<file path="config.mk">
export PLATFORM = sky130hd
export DESIGN_NAME = mem_reader_ctrl
export DESIGN_NICKNAME = d
export VERILOG_FILES = /design/src/rtl/mem_reader_ctrl.sv
export SDC_FILE = /design/constraint.sdc
export NUM_CORES = 1
export LEC_CHECK = 0
export CORE_ASPECT_RATIO = 1.75
export CORE_UTILIZATION = 41
export DETAILED_ROUTE_END_ITERATION = 12
export DONT_BUFFER_PORTS = 1
export SETUP_SLACK_MARGIN = 0.02
export SLEW_MARGIN = 20
export SYNTH_ARGS = -nofsm -noshare
export SYNTH_HDL_FRONTEND = slang
export SYNTH_SLANG_ARGS = --single-unit
</file>
<file path="constraint.sdc">
create_clock -name clk_i -period 1.6 [get_ports clk_i]
set_clock_uncertainty 0.2 [all_clocks]
set_input_delay 0.08 -clock clk_i [delete_from_list [all_inputs] [get_ports clk_i]]
set_output_delay 0.08 -clock clk_i [all_outputs]
set_load 0.05 [all_outputs]
</file>
<file path="src/rtl/mem_reader_ctrl.sv">
// Memory-reader controller: streams filter words then packed image words from a
// one-cycle-latency memory into the filter/image buffers, with back-pressure.
module mem_reader_ctrl #(
    parameter int unsigned ADDR_W       = 16,
    parameter int unsigned NUM_FILTERS  = 4,
    parameter int unsigned FILTER_WORDS = 4,
    parameter int unsigned IMG_SIZE     = 16,
    parameter int unsigned PIX_PER_WORD = 4,
    parameter int unsigned FILTER_BASE  = 0,
    parameter int unsigned IMG_BASE     = 64,
    localparam int unsigned IMG_WORDS   = IMG_SIZE * IMG_SIZE / PIX_PER_WORD,
    localparam int unsigned SEL_W       = (NUM_FILTERS > 1) ? $clog2(NUM_FILTERS) : 1,
    localparam int unsigned WORD_W      = (FILTER_WORDS > 1) ? $clog2(FILTER_WORDS) : 1,
    localparam int unsigned IMG_W       = (IMG_WORDS > 1) ? $clog2(IMG_WORDS) : 1
) (
    input  logic              clk_i,
    input  logic              rst_i,
    input  logic              start_i,
    input  logic              img_only_i,
    input  logic              buf_ready_i,
    output logic              mem_rd_en_o,
    output logic [ADDR_W-1:0] mem_addr_o,
    output logic              filter_wr_en_o,
    output logic [SEL_W-1:0]  filter_sel_o,
    output logic [WORD_W-1:0] filter_word_o,
    output logic              img_wr_en_o,
    output logic [IMG_W-1:0]  img_word_o,
    output logic              busy_o,
    output logic              done_o
);

    if (((IMG_SIZE * IMG_SIZE) % PIX_PER_WORD) != 0) begin : gen_geom_err
        $error("IMG_SIZE*IMG_SIZE must be divisible by PIX_PER_WORD");
    end
    if (NUM_FILTERS < 1 || FILTER_WORDS < 1) begin : gen_filt_err
        $error("NUM_FILTERS and FILTER_WORDS must be at least 1");
    end

    localparam logic [ADDR_W-1:0] FilterBaseA  = ADDR_W'(FILTER_BASE);
    localparam logic [ADDR_W-1:0] ImgBaseA     = ADDR_W'(IMG_BASE);
    localparam logic [ADDR_W-1:0] FilterWordsA = ADDR_W'(FILTER_WORDS);
    localparam logic [SEL_W-1:0]  LastSel      = SEL_W'(NUM_FILTERS - 1);
    localparam logic [WORD_W-1:0] LastWord     = WORD_W'(FILTER_WORDS - 1);
    localparam logic [IMG_W-1:0]  LastImg      = IMG_W'(IMG_WORDS - 1);

    typedef enum logic [2:0] {StIdle, StLdFilter, StLdImg, StDrain, StDone} state_e;

    state_e            state_q, state_d;
    logic [SEL_W-1:0]  f_q, f_d;
    logic [WORD_W-1:0] w_q, w_d;
    logic [IMG_W-1:0]  i_q, i_d;
    logic              filter_wr_en_q, img_wr_en_q;
    logic [SEL_W-1:0]  filter_sel_q;
    logic [WORD_W-1:0] filter_word_q;
    logic [IMG_W-1:0]  img_word_q;
    logic              issue;
    logic              last_filter, last_img;
    logic [ADDR_W-1:0] filt_addr, img_addr;

    assign last_filter = (f_q == LastSel) && (w_q == LastWord);
    assign last_img    = (i_q == LastImg);
    assign filt_addr   = FilterBaseA + ADDR_W'(f_q) * FilterWordsA + ADDR_W'(w_q);
    assign img_addr    = ImgBaseA + ADDR_W'(i_q);

    always_ff @(posedge clk_i) begin
        if (rst_i) begin
            state_q <= StIdle;
        end else begin
            state_q <= state_d;
        end
    end

    always_comb begin
        state_d = state_q;
        unique case (state_q)
            StIdle:     if (start_i) state_d = img_only_i ? StLdImg : StLdFilter;
            StLdFilter: if (issue && last_filter) state_d = StLdImg;
            StLdImg:    if (issue && last_img) state_d = StDrain;
            StDrain:    state_d = StDone;
            StDone:     state_d = StIdle;
            default:    state_d = StIdle;
        endcase
    end

    always_comb begin
        issue       = ((state_q == StLdFilter) || (state_q == StLdImg)) && buf_ready_i;
        mem_rd_en_o = issue;
        mem_addr_o  = '0;
        if (issue) begin
            mem_addr_o = (state_q == StLdFilter) ? filt_addr : img_addr;
        end
        busy_o = (state_q != StIdle);
        done_o = (state_q == StDone);
    end

    // Counters move only on an issued read; the word counter carries into the filter counter.
    always_comb begin
        f_d = f_q;
        w_d = w_q;
        i_d = i_q;
        if (state_d == StIdle) begin
            f_d = '0;
            w_d = '0;
            i_d = '0;
        end else if (issue && state_q == StLdFilter) begin
            if (last_filter) begin
                f_d = '0;
                w_d = '0;
            end else if (w_q == LastWord) begin
                w_d = '0;
                f_d = f_q + 1'b1;
            end else begin
                w_d = w_q + 1'b1;
            end
        end else if (issue) begin
            i_d = last_img ? '0 : i_q + 1'b1;
        end
    end

    always_ff @(posedge clk_i) begin
        if (rst_i) begin
            f_q            <= '0;
            w_q            <= '0;
            i_q            <= '0;
            filter_wr_en_q <= 1'b0;
            img_wr_en_q    <= 1'b0;
            filter_sel_q   <= '0;
            filter_word_q  <= '0;
            img_word_q     <= '0;
        end else begin
            f_q            <= f_d;
            w_q            <= w_d;
            i_q            <= i_d;
            filter_wr_en_q <= issue && (state_q == StLdFilter);
            img_wr_en_q    <= issue && (state_q == StLdImg);
            if (issue && state_q == StLdFilter) begin
                filter_sel_q  <= f_q;
                filter_word_q <= w_q;
            end
            if (issue && state_q == StLdImg) begin
                img_word_q <= i_q;
            end
        end
    end

    assign filter_wr_en_o = filter_wr_en_q;
    assign filter_sel_o   = filter_sel_q;
    assign filter_word_o  = filter_word_q;
    assign img_wr_en_o    = img_wr_en_q;
    assign img_word_o     = img_word_q;

endmodule

</file>
==> impl_metrics.json <==
{
  "outcome": "finished, violations left",
  "violations": "negative hold slack, negative setup slack",
  "pwr-share-comb_pct": 17.2,
  "cp_num_buf_inv": 1,
  "ys_seq_elements": 25,
  "cp_max_fo": 5,
  "drive_gt1_share_pct": 45.1,
  "synth_common_cells": "nand2_1 (33), dfxtp_1 (25), a21oi_1 (20)",
  "slew_violations": 0,
  "vias": 1135,
  "setup_viol": 5,
  "period_share_pct": 102,
  "timing.rr.end": "i_q[2]",
  "grt_max_degree": 16,
  "finalNonFillerCells": 209,
  "cp-endpoint": "mem_addr_o[2]",
  "worst_skew_pair.late_latency_ns": 0.27,
  "dp.final_hpwl_mm": 2.00,
  "grt_pass1_vias": 1092,
  "fmax_ghz": 0.614,
  "ys_top_cells_by_area": "dfxtp_1 (43%), nand2_1 (11%), a21oi_1 (8.6%)",
  "cp.required_ns": 1.32,
  "clk_pin_slew_ns": 0.09,
  "place_congestion": 0.774,
  "cts.path.max_buffers": 2,
  "worst_setup_path_start_kind": "register",
  "rsz0062_at_grt": "yes",
  "vdd_drop_max_mv": 0.412,
  "cp.depth": 4,
  "whs_ns": -0.0800,
  "r2r_start": "state_q[0]",
  "portBuffers": 0,
  "io_pins": 36,
  "yosysTopAreaCell": "dfxtp_1",
  "arrival_ns": 1.35,
  "vias_per_cell": 5.43,
  "path_class": "reg2out",
  "min_path_type": "in2reg",
  "postLayoutCoreUtil_pct": 66.4,
  "worstSetupEndpointType": "primary output",
  "crit_chain": "buf_6 > and4bb_4 > nand2_4 > nand2_8",
  "antenna_found_initial": 0,
  "synth_edf_count": 0,
  "wl_mm": 3.10,
  "power_density_nw_per_um2": 688,
  "synthArstFlopShare_pct": 0,
  "worstRegToRegCells": 5,
  "num_rows": 25,
  "ys_seq_area_share_pct": 43.1,
  "netlist_instances": 143,
  "final_nets": 191,
  "first_iter_violations": 26,
  "cts_hold_buf": 3,
  "grt_overflow": 0,
  "p_sw_mw": 0.354,
  "fp.dieH_um": 72.4,
  "period_needed_ns": 1.63,
  "synth_top_area_share_pct": 43.1,
  "wl_per_cell_um": 14.8,
  "ctsHtreeMaxLevel": 1,
  "num_antenna_cells": 0,
  "cp_top_family": "simple AND/OR/NAND/NOR gates",
  "seqPwrFrac_pct": 52.2,
  "tritoncts": "yes",
  "synth-main-ff-cell": "dfxtp_1",
  "cts_sinks": 25,
  "synth.most_common_cell": "nand2_1",
  "swShare_pct": 28.8,
  "core_area_um2": 2690,
  "max-slew-margin-rel_pct": 59.3,
  "grt_pass1_wl_mm": 4.73,
  "grt_use_total_pct": 19.8,
  "tightest_slew_ns": 0.608,
  "dieWidth_um": 42.2,
  "worst_path_max_delay_cell": "and4bb_4",
  "post-route-drc-count": 0,
  "antenna_left": 0,
  "crit_start": "state_q[2]",
  "worst_slack_ns": -0.0288,
  "synth_cell_types": 30,
  "die_area_um2": 3060,
  "synthesis.area_um2": 1160,
  "cap_violations": 0,
  "reg2reg_slack_ns": 0.02,
  "cts_root_buffer": "clkbuf_8",
  "start_util_pct": 43.2,
  "yosys_warnings": 0,
  "synth.avg_cell_area_um2": 8.12,
  "clkPwrFrac_pct": 30.5,
  "hold_viol_final": 7,
  "place_ws_ns": -0.00539,
  "cts_made_buffers": 3,
  "areaGrowthSynthToFinish_pct": 53.9,
  "firstDrtPassIters": 4,
  "slowest_delay_ns": 0.40,
  "p_leak_nw": 0.795,
  "p_int_mw": 0.875,
  "placed_cells": 192
}
## power groups by stage
stage / combinational, mW / sequential [mW] / clock [mW]
CTS: 0.197 / 0.642 / 0.379
detailed placement: 0.158 / 0.654 / 0
floorplan: 0.146 / 0.652 / 0
global route: 0.223 / 0.643 / 0.409
global placement: 0.156 / 0.654 / 0
finish: 0.212 / 0.642 / 0.375
## routing by layer
| metal | track usage, % | vias up | share of wire (%) | wire length (um) |
|---|---|---|---|---|
| met5 | 0 | - | 0 | 0 |
| met3 | 4.48 | 8 | 4.9 | 152 |
| met1 | 20.7 | 528 | 37 | 1130 |
| met2 | 36.2 | 48 | 57 | 1750 |
| met4 | 9.38 | 0 | 2.0 | 61 |
| li1 | - | 551 | - | - |
## repair_timing
item,in CTS,in global routing
endpoints found under the hold margin,25,7
setup endpoints to repair,10,12
cloned,0,1
resized for setup,39,19
pin swaps,11,16
buffers inserted,7,2
## per-stage QoR
stage / TNS [ns] / hold slack (ns) / cell area [um2] / power (mW)
2_1_floorplan: -0.0385 / -0.0509 / 1210 / 0.799
3_3_place_gp: 0 / -0.0481 / 1390 / 0.810
3_5_place_dp: -0.00539 / -0.0458 / 1390 / 0.813
4_1_cts: -0.179 / -0.0337 / 1690 / 1.22
5_1_grt: -0.351 / -0.0629 / 1790 / 1.27
6_report: -0.0955 / -0.0800 / 1790 / 1.23
## how the worst min path moves through the flow
| stage | from | endpoint | slack (ns) | cells past startpoint |
|---|---|---|---|---|
| 2_1_floorplan | rst_i | img_word_o[0] | -0.05 | 1 |
| 3_3_place_gp | rst_i | filter_sel_o[0] | -0.05 | 1 |
| 3_5_place_dp | rst_i | filter_word_o[0] | -0.05 | 1 |
| 4_1_cts | buf_ready_i | state_q[1] | -0.03 | 3 |
| 5_1_grt | buf_ready_i | f_q[0] | -0.06 | 3 |
| 6_report | buf_ready_i | w_q[0] | -0.08 | 3 |
## kinds of logic after synthesis
family,Yosys count,synth area share (%)
other,1,0.323
DFF,25,43.1
adders and majority gates,3,3.23
AOI/OAI and AO/OA,31,15.2
xor gates and xnor gates,1,0.754
and+or+nand+nor,60,26.4
muxes,1,0.862
buffers and inverters,21,10.1
## layout by cell type, fill, tap and decap left out, types with 2 or more instances in the layout
master	instances
inv_2	2
dfxtp_4	2
o21ai_0	3
nand2_1	19
nand2_4	6
dlygate4sd3_1	3
nor2_1	4
nand2_8	4
or3_1	4
or4_4	2
nor3b_1	2
o211ai_1	3
nand2_2	4
nand3_1	5
nor3b_2	2
a21oi_2	2
buf_6	6
clkbuf_8	3
a21oi_1	19
inv_1	3
dfxtp_2	6
dfxtp_1	17
buf_4	29
conb_1	9
buf_12	2
## cell type report
cell class	instances	area (um2)
fillers	218	903
multi-input cells	105	777
flip-flops and latches	25	515
repair buffers	41	370
clock buffers	3	41.3
inverters	6	35.0
well taps	27	33.8
repair inverters	1	8.76
clock inverters	1	5.00
## worst reg2reg max path: cells and delay by family, from the launching register on
kind | cells | cell delay [ns]
simple gates | 2 | 0.56
compound gates | 1 | 0.11
buf+inv | 2 | 0.31
flops | 1 | 0.34
## state kept, by name, summed over array words and instances, names as in the netlist
| register | cells |
|---|---|
| w_q | 2 |
| img_word_o | 6 |
| f_q | 2 |
| filter_wr_en_o | 1 |
| state_q | 3 |
| img_wr_en_o | 1 |
| filter_sel_o | 2 |
| filter_word_o | 2 |
| i_q | 6 |
(Power assumes the default switching activity.)
